**src/rtl/result_reader.sv**
```systemverilog
// Readback engine: walks an SRAM address range, reads each 64-bit result word
// from the A/B SRAM pair and streams it out through a 2-entry valid/ready FIFO.
module result_reader #(
    parameter int ADDR_W        = 8,
    parameter int MEM_WORD_SIZE = 64,
    parameter int FIFO_DEPTH    = 2
) (
    input  logic                     clk_i,
    input  logic                     rst_i,
    input  logic                     start,
    input  logic [ADDR_W-1:0]        start_addr,
    input  logic [ADDR_W-1:0]        end_addr,
    output logic                     read,
    output logic [ADDR_W-1:0]        r_addr,
    input  logic [31:0]              r_data_a,
    input  logic [31:0]              r_data_b,
    output logic                     out_valid,
    input  logic                     out_ready,
    output logic [MEM_WORD_SIZE-1:0] out_data,
    output logic                     out_last,
    output logic                     busy,
    output logic                     done,
    output logic                     err
);

    // state   | meaning
    // S_IDLE  | waiting for start
    // S_RUN   | issuing reads from curr_addr up to last_addr
    // S_DRAIN | all reads issued, waiting for in-flight data and FIFO to empty
    // S_DONE  | one-cycle done (and err on an inverted range)
    typedef enum logic [1:0] {
        S_IDLE  = 2'd0,
        S_RUN   = 2'd1,
        S_DRAIN = 2'd2,
        S_DONE  = 2'd3
    } state_t;

    state_t                   state;
    logic [ADDR_W-1:0]        curr_addr;
    logic [ADDR_W-1:0]        last_addr;
    logic [ADDR_W-1:0]        r_addr_q;
    logic                     err_q;
    logic                     inflight;
    logic                     inflight_last;
    logic [MEM_WORD_SIZE-1:0] fifo_data [FIFO_DEPTH];
    logic                     fifo_last [FIFO_DEPTH];
    logic                     wr_ptr;
    logic                     rd_ptr;
    logic [1:0]               fifo_count;
    logic                     push;
    logic                     pop;
    logic                     issue;
    logic                     issue_last;
    logic [2:0]               credit_use;

    assign out_valid = (fifo_count != 2'd0);
    assign pop       = out_valid & out_ready;
    assign push      = inflight;

    // Issue is decoded combinationally so a pop in this cycle frees a slot
    // immediately; this is what sustains one word per cycle.
    assign credit_use = 3'(fifo_count) + 3'(inflight) - 3'(pop);
    assign issue      = (state == S_RUN) && (credit_use < 3'(FIFO_DEPTH));
    assign issue_last = issue && (curr_addr == last_addr);

    assign read     = ~issue;
    assign r_addr   = issue ? curr_addr : r_addr_q;
    assign out_data = fifo_data[rd_ptr];
    assign out_last = fifo_last[rd_ptr];
    assign busy     = (state != S_IDLE);
    assign done     = (state == S_DONE);
    assign err      = done & err_q;

    always_ff @(posedge clk_i) begin
        if (!rst_i) begin
            state         <= S_IDLE;
            curr_addr     <= '0;
            last_addr     <= '0;
            r_addr_q      <= '0;
            err_q         <= 1'b0;
            inflight      <= 1'b0;
            inflight_last <= 1'b0;
            wr_ptr        <= 1'b0;
            rd_ptr        <= 1'b0;
            fifo_count    <= 2'd0;
            for (int i = 0; i < FIFO_DEPTH; i++) begin
                fifo_data[i] <= '0;
                fifo_last[i] <= 1'b0;
            end
        end else begin
            case (state)
                S_IDLE: begin
                    if (start) begin
                        curr_addr <= start_addr;
                        last_addr <= end_addr;
                        if (end_addr < start_addr) begin
                            err_q <= 1'b1;
                            state <= S_DONE;
                        end else begin
                            err_q <= 1'b0;
                            state <= S_RUN;
                        end
                    end
                end
                S_RUN: begin
                    // Compared before the increment, so an end at the top of
                    // the address space never wraps back to zero.
                    if (issue_last) state <= S_DRAIN;
                end
                S_DRAIN: begin
                    if (fifo_count == 2'd0 && !inflight) state <= S_DONE;
                end
                S_DONE: begin
                    err_q <= 1'b0;
                    state <= S_IDLE;
                end
                default: state <= S_IDLE;
            endcase

            if (issue) begin
                r_addr_q  <= curr_addr;
                curr_addr <= curr_addr + ADDR_W'(1);
            end
            inflight      <= issue;
            inflight_last <= issue_last;

            if (push) begin
                fifo_data[wr_ptr] <= {r_data_b, r_data_a};
                fifo_last[wr_ptr] <= inflight_last;
                wr_ptr            <= ~wr_ptr;
            end
            if (pop) rd_ptr <= ~rd_ptr;

            case ({push, pop})
                2'b10:   fifo_count <= fifo_count + 2'd1;
                2'b01:   fifo_count <= fifo_count - 2'd1;
                default: fifo_count <= fifo_count;
            endcase
        end
    end

    fifo_no_overflow: assert property (@(posedge clk_i) disable iff (!rst_i)
        (push && !pop) |-> (fifo_count < 2'(FIFO_DEPTH)));

endmodule

```
**config.mk**
```make
export PLATFORM = sky130hd
export DESIGN_NAME = result_reader
export DESIGN_NICKNAME = d
export VERILOG_FILES = /design/src/rtl/result_reader.sv
export SDC_FILE = /design/constraint.sdc
export NUM_CORES = 1
export LEC_CHECK = 0
export CAP_MARGIN = 20
export CORE_AREA = 2 2 126 250
export CTS_BUF_LIST = sky130_fd_sc_hd__clkbuf_8
export CTS_CLUSTER_SIZE = 10
export DETAILED_ROUTE_END_ITERATION = 16
export DIE_AREA = 0 0 128 252
export HOLD_SLACK_MARGIN = 0.06
export SYNTH_ARGS = -nofsm -noshare
export SYNTH_HDL_FRONTEND = slang
export SYNTH_SLANG_ARGS = --single-unit
```
**constraint.sdc**
```tcl
create_clock -name clk_i -period 7.04 [get_ports clk_i]
set_clock_uncertainty 0.05 [all_clocks]
set_input_delay 1.76 -clock clk_i [delete_from_list [all_inputs] [get_ports clk_i]]
set_output_delay 1.76 -clock clk_i [all_outputs]
set_load 0.005 [all_outputs]
```
Word level (Yosys, flattened, before mapping)
Memories as Yosys holds them, arrays and structs flattened. A register that Yosys moved wholly into a read port is not among the register bits.
Cells that the tools add are included.
- RAM bits: 130
- output and inout port bits: 78
- logic and storage cells: 78
- input port bits: 84
- flip-flop bits (word level): 33
- memories kept: 2
- multiplexer cells: 27
- bitwise operators: 5
- equality and inequality tests: 9
- reduce and logical (&&, ||, !) cells: 18
- add/subtract/negate cells: 5
- magnitude comparators: 2
- memories (name ; depth ; width ; read ports ; clocked after memory_dff ; wr ports ; line ; text):
    fifo_data ; 2 ; 64 ; 1 ; 1 ; 2 ; 45 ; logic [MEM_WORD_SIZE-1:0] fifo_data [FIFO_DEPTH];
    fifo_last ; 2 ; 1 ; 1 ; 1 ; 2 ; 46 ; logic fifo_last [FIFO_DEPTH];
- operators with widths (kind ; number):
    $mux 64 ; 1
    $reduce_or 64->1 ; 1
    $mux 8 ; 4
    $mux 1 ; 15
    $reduce_bool 2->1 ; 6
    $add 8x1->8 const B ; 1
    $eq 8x8->1 ; 1
    $lt 8x8->1 ; 1
    $mux 2 ; 4
    $pmux 2 s4 ; 1
    $eq 2x2->1 const B ; 3
    $ne 2x2->1 const B ; 3
    $reduce_and 2->1 ; 3
    $eq 2x1->1 const B ; 2
    $logic_not 2->1 ; 2
    $pmux 2 s2 ; 1
    $add 2x1->3 ; 1
    $logic_and 1x1->1 ; 3
    $lt 3x2->1 const B ; 1
    $not 1->1 ; 3
    $reduce_and 3->1 ; 1
    $sub 3x1->3 ; 1
    $add 2x1->2 const B ; 1
    $and 1x1->1 ; 2
    4 further kinds ; 4

Longest topological paths before layout
Gate-level depths: netlist of the first run.
- word-level depth: 8
- mapped depth: 12

Worst setup path before layout of the first run
OpenSTA, ideal clock, no wires.
- path kind: input port to output port
- start point: in out_ready
- end point: out r_addr[5]
- stages: 11
- slack: 1.951 ns
- path buffers: 2
- arrival time: 3.279 ns
- required time: 5.230 ns
- path through: nand2b_1 -> nor2_1 -> or2_2 -> nand2_1 -> fa_1 -> xnor2_1 -> and3_4 -> buf_6 -> buf_6 -> nand2_1 -> nand2_1
- word-level cells in the longest chain between the ends: 5
- RTL lines (element ; line ; text):
    start, declared ; 18 ; input logic out_ready,
    $and 1x1->1 ; 57 ; assign pop = out_valid & out_ready;
    $sub 3x1->3 ; 62 ; assign credit_use = 3'(fifo_count) + 3'(inflight) - 3'(pop);
    $lt 3x2->1 ; 63 ; assign issue = (state == S_RUN) && (credit_use < 3'(FIFO_DEPTH));
    $logic_and 1x1->1 ; 63 ;
    $mux 8 ; - ;
    end, declared ; 14 ; output logic [ADDR_W-1:0] r_addr,
Every way passes these cells.

Worst setup path after layout of the first run
- start point: in out_ready
- end point: out r_addr[2]
Same word-level chain as after synthesis.

==> results of run 1 <==
-- metrics by stage --
| stage | total power, W | area (um2) | cells |
|---|---|---|---|
| after global routing | 0.00265 | 9810 | 1112 |
| after CTS | 0.00257 | 9800 | 1111 |
| after floorplan | 0.00157 | 7460 | 579 |
| final | 0.00250 | 9810 | 1112 |
| after global placement | 0.00188 | 9440 | 1079 |
| after detailed placement | 0.00189 | 9440 | 1079 |
-- metal layers --
metal / vias to the layer above / track usage, % / routed length, um
met5: - / 0 / 12
met4: 2 / 5.71 / 578
met3: 31 / 3.90 / 965
met2: 135 / 22.4 / 10500
met1: 2284 / 11.1 / 6550
li1: 2332 / - / -
-- report_power, final --
part           internal, W  switching, W  leakage [nW]
sequential         0.00117     0.0000716          1.62
combinational     0.000334      0.000273          1.82
clock             0.000281      0.000378         0.179
total              0.00178      0.000722          3.62
-- cell families after synthesis --
kind of cell             count (synthesis)  share of synthesized area, %
multiplexers                            70                          10.5
adder cells (fa/ha/maj)                 13                          2.28
buffers and inverters                   46                          2.68
AND/OR/NAND/NOR                        237                          18.2
XOR/XNOR                                10                          1.17
flip-flops                             164                          61.1
AO/OA/AOI/OAI                           39                          4.04
-- state kept, by name (all words and copies together) (netlist names), named ones only --
| name | count |
|---|---|
| state | 2 |
| inflight_last | 1 |
| wr_ptr | 1 |
| inflight | 1 |
| fifo_count | 2 |
| fifo_data | 128 |
| fifo_last | 2 |
| err_q | 1 |
| last_addr | 8 |
| rd_ptr | 1 |
| r_addr_q | 8 |
| curr_addr | 8 |
-- area by class of cell --
| cell class | count | area share (%) |
|---|---|---|
| tap | 368 | 4.70 |
| multi-input combinational | 369 | 27.8 |
| antenna | 1 | 0.0255 |
| clock buffer | 17 | 2.39 |
| sequential | 164 | 46.6 |
| clock inverter | 15 | 1.34 |
| timing repair buffer | 164 | 16.7 |
| inverter | 14 | 0.536 |
-- worst reg2reg max path, stage by stage, from the launching register on --
cell and delay, ps:
dfxtp_1 470, inv_1 70, nor2_1 180, or2_2 150, nand2_1 70, fa_1 390, xnor2_1 150, and3_4 390
inv_2 230, mux2i_1 170, a221oi_1 260, nor2b_1 80
-- Yosys cell counts, types with 2 or more instances --
| master | count | area, um2 |
|---|---|---|
| dfxtp_1 | 36 | 721 |
| nand4_1 | 5 | 31.3 |
| xnor2_1 | 10 | 87.6 |
| inv_1 | 13 | 48.8 |
| mux2i_1 | 5 | 50.1 |
| clkbuf_1 | 22 | 82.6 |
| nor3b_1 | 3 | 22.5 |
| and2_1 | 141 | 882 |
| a21oi_1 | 3 | 15.0 |
| nand2b_1 | 5 | 31.3 |
| o211ai_1 | 2 | 15.0 |
| and3_1 | 3 | 18.8 |
| nand2_1 | 53 | 199 |
| a21boi_0 | 9 | 67.6 |
| mux2_2 | 65 | 732 |
| nand3_1 | 2 | 10.0 |
| nor2b_1 | 7 | 43.8 |
| buf_6 | 2 | 22.5 |
| nor2_1 | 9 | 33.8 |
| buf_2 | 7 | 35.0 |
| and3_4 | 2 | 22.5 |
| a211oi_1 | 2 | 15.0 |
| ha_1 | 12 | 150 |
| edfxtp_1 | 128 | 3840 |
| o21ai_0 | 8 | 40.0 |
| a221oi_1 | 3 | 26.3 |
| or2_2 | 2 | 12.5 |
-- worst min path at each step --
stage | startpoint | end | slack (ps) | cells past startpoint
finish | fifo_last[1] | fifo_last[1] | 430 | 2
global route | last_addr[6] | last_addr[6] | 460 | 2
CTS | fifo_last[1] | fifo_last[1] | 440 | 2
detailed placement | inflight_last | fifo_last[1] | 410 | 2
global placement | inflight_last | fifo_last[1] | 390 | 2
floorplan | inflight_last | fifo_last[1] | 380 | 2
==> impl_metrics.json, run 1 <==
{
  "drv_cap": 0,
  "cts_setup_buffers": 0,
  "worst_setup_path_start_kind": "primary input",
  "fin_crit_ps": 6370,
  "worst_path_most_repeated_cell": "nand2_1",
  "crit_cells": 12,
  "regArea_um2": 4570,
  "cts_resized": 0,
  "nets": 827,
  "grt_usage_pct": 11.8,
  "die_w_um": 128,
  "multi_input_area_um2": 2720,
  "arrival_ps": 4560,
  "cts_made_buffers": 17,
  "ff2ff_path_depth": 11,
  "drt_iter0_drc": 197,
  "tns_ps": 0,
  "cts_tree": "yes",
  "worstPathRequired_ps": 5230,
  "io_buffers": 161,
  "synth-edff-count": 128,
  "rows": 90,
  "fin_crit_sh_pct": 90.5,
  "die_h_um": 252,
  "clock_path_buffers": 2,
  "htreeDepth": 4,
  "setup_viol": 0,
  "tightest_slew_ps": 1020,
  "cts_root_buf": "clkbuf_8",
  "gp_congestion": 0.768,
  "synth.avg_cell_area_um2": 12.9,
  "r2r_end": "curr_addr[2]",
  "p_leak_nw": 3.62,
  "grt_overflow": 0,
  "start_util_pct": 24.7,
  "synth_area_um2": 7460,
  "ant_nets": 0,
  "clkLatencyLatePin_ps": 480,
  "wl_um": 18600,
  "status": "finished, final reports clean",
  "grt_pass1_wl_um": 27800,
  "synthDistinctLibCells": 47,
  "dp_slack_ps": 607,
  "viasPerCell": 4.30,
  "cp_cell_sequence": "clkdlybuf4s50_1 > nand2b_1 > nor2_1 > or2_2 > nand2_1 > fa_1 > xnor2_1 > and3_4 > inv_2 > nand2_1 > nand2_1 > clkdlybuf4s50_1",
  "worst_slack_ps": 669,
  "antenna_found_initial": 2,
  "whs_ps": 427,
  "rsz0062_at_grt": "false",
  "place_hpwl_um": 12100,
  "rrSetupSlack_ps": 4260,
  "numClockSinks": 164,
  "grt_max_degree": 68,
  "yosys_register_bits": 164,
  "ctsHoldBuffers": 0,
  "nFillCells": 3044,
  "yosysSeqAreaShare_pct": 61.1,
  "synthArstFlopShare_pct": 0,
  "post-route-util_pct": 32.5,
  "ys.flop_type": "edfxtp_1",
  "top_level_ports": 162,
  "critPathTopFamily": "buffers and inverters",
  "die-area_um2": 32300,
  "path_class": "primary input to output port",
  "first_global_vias": 4893,
  "synth_nets": 676,
  "peakVddDrop_mv": 0.123,
  "path_clk_slew_ps": 80,
  "core_area_um2": 30200,
  "cp_max_fo": 20,
  "vias": 4784,
  "syn_inst": 579,
  "end_kind": "output port",
  "cp-startpoint": "out_ready",
  "timing.rr.start": "fifo_count[1]",
  "critPathBufInv": 3,
  "layout_commonest_cell": "clkdlybuf4s50_1",
  "hold_path.class": "flop to flop",
  "synth_warnings": 0,
  "clock.fmax_mhz": 157,
  "route.detailed.drc": 0,
  "first_pass_iters": 4,
  "final_cell_mix": "161 x clkdlybuf4s50_1, 141 x and2_1, 128 x edfxtp_1, 65 x mux2_2, 52 x nand2_1",
  "critPathCapture": "r_addr[2]",
  "slew_viol_final": 0,
  "cellPowerDensity_nw_per_um2": 255,
  "finalHoldViolations": 0,
  "slew_headroom_pct": 32.3,
  "drive_gt1_share_pct": 15.2,
  "wl_per_cell_um": 16.7,
  "syn_to_final_growth_pct": 31.4,
  "crit_path_top_delay_cell": "clkdlybuf4s50_1",
  "max_stage_delay_ps": 540
}
(Power assumes the default switching activity.)
==> inputs of run 2 (changes only) <==
- CTS_BUF_LIST: sky130_fd_sc_hd__clkbuf_8 -> sky130_fd_sc_hd__clkbuf_16
==> impl_metrics.json, run 2 (synthesized netlist as in run 1, its figures left out) <==
{
  "grt_max_degree": 68,
  "hold_path_end": "fifo_last[1]",
  "htreeDepth": 4,
  "hold_path.class": "flop to flop",
  "tns_ps": 0,
  "wl_per_cell_um": 16.7,
  "final_cell_mix": "161 x clkdlybuf4s50_1, 141 x and2_1, 128 x edfxtp_1, 65 x mux2_2, 52 x nand2_1",
  "viasPerCell": 4.29,
  "grt_pass1_wl_um": 27800,
  "fin_crit_ps": 6380,
  "wl_um": 18600,
  "rrSetupSlack_ps": 4270,
  "path_clk_slew_ps": 60,
  "place_hpwl_um": 12100,
  "cts_made_buffers": 17,
  "slew_headroom_pct": 32.7,
  "path_class": "primary input to output port",
  "fin_crit_sh_pct": 90.6,
  "p_leak_nw": 3.71,
  "antennaDiodeCount": 0,
  "finalHoldViolations": 0,
  "cts_tree": "yes",
  "ff2ff_path_depth": 11,
  "die_w_um": 128,
  "grt_overflow": 0,
  "numClockSinks": 164,
  "nets": 827,
  "antenna_found_initial": 1,
  "io_buffers": 161,
  "r2r_end": "curr_addr[2]",
  "end_kind": "output port",
  "regMostFlops": "fifo_data",
  "cp_max_fo": 20,
  "clock_path_buffers": 2,
  "die-area_um2": 32300,
  "grt_usage_pct": 11.8,
  "gp_congestion": 0.768,
  "top_level_ports": 162,
  "rsz0062_at_grt": "false",
  "cts_resized": 0,
  "setup_viol": 0,
  "post-route-util_pct": 33.1,
  "die_h_um": 252,
  "first_global_vias": 4900,
  "ctsHoldBuffers": 0,
  "clkLatencyLatePin_ps": 440,
  "slew_viol_final": 0,
  "worst_setup_path_start_kind": "primary input",
  "place_inst": 1079,
  "clock.fmax_mhz": 157,
  "whs_path_depth": 2,
  "cts_setup_buffers": 0,
  "largest_reg_flops": 128,
  "layoutNonFillerInstCount": 1111,
  "timing.rr.start": "fifo_count[1]",
  "cellPowerDensity_nw_per_um2": 274,
  "start_util_pct": 24.7,
  "peakVddDrop_mv": 0.162,
  "worstPathRequired_ps": 5230,
  "drt_iter0_drc": 188,
  "core_area_um2": 30200,
  "arrival_ps": 4570,
  "vias": 4764,
  "total_power_w": 0.00274,
  "ant_nets": 0,
  "status": "finished, final reports clean",
  "drv_cap": 0,
  "tightest_slew_ps": 1010,
  "first_pass_iters": 4,
  "drive_gt1_share_pct": 15.2,
  "cts_root_buf": "clkbuf_16",
  "route.detailed.drc": 0,
  "syn_to_final_growth_pct": 33.9,
  "hold_start": "fifo_last[1]",
  "rows": 90,
  "layout_commonest_cell": "clkdlybuf4s50_1"
}
## run 2: where the power goes
part	switching (W)	internal (W)	leakage, nW
Clock	0.000409	0.000488	0.266
Sequential	0.0000718	0.00117	1.62
Combinational	0.000272	0.000334	1.82
## run 2: layout make-up
cell class	count	area (um2)
sequential	164	4570
timing repair buffer	164	1630
tap	368	460
clock buffer	17	425
clock inverter	15	131
multi-input combinational	369	2720
inverter	14	52.6
fill	3012	20200
## run 2: worst max-delay path by stage
stage / start / cells after the start / slack (ps) / to
floorplan: out_ready / 11 / 1950 / r_addr[5]
global placement: out_ready / 12 / 660 / r_addr[1]
detailed placement: out_ready / 12 / 610 / r_addr[2]
CTS: out_ready / 12 / 590 / r_addr[2]
global route: out_ready / 12 / 390 / r_addr[2]
finish: out_ready / 12 / 660 / r_addr[2]
## run 2: metrics by stage
stage	setup WS (ps)	area [um2]	hold slack (ps)
5_1_grt	386	10000	452
3_3_place_gp	660	9440	391
4_1_cts	594	10000	428
3_5_place_dp	607	9440	411
2_1_floorplan	1950	7460	375
6_report	662	10000	424
## run 2: layer usage
layer	vias up	share of wire [%]	global-route usage (%)
li1	2329	-	-
met5	-	0.064	0
met3	31	5.1	3.71
met1	2273	35	11.0
met2	129	56	22.3
met4	2	3.5	6.37
## run 2: critical path: stages
cell             delay (ps)
clkdlybuf4s50_1         510
nand2b_1                 80
nor2_1                  170
or2_2                   150
nand2_1                  70
fa_1                    390
xnor2_1                 130
and3_4                  280
inv_2                   290
nand2_1                  90
nand2_1                  80
clkdlybuf4s50_1         540
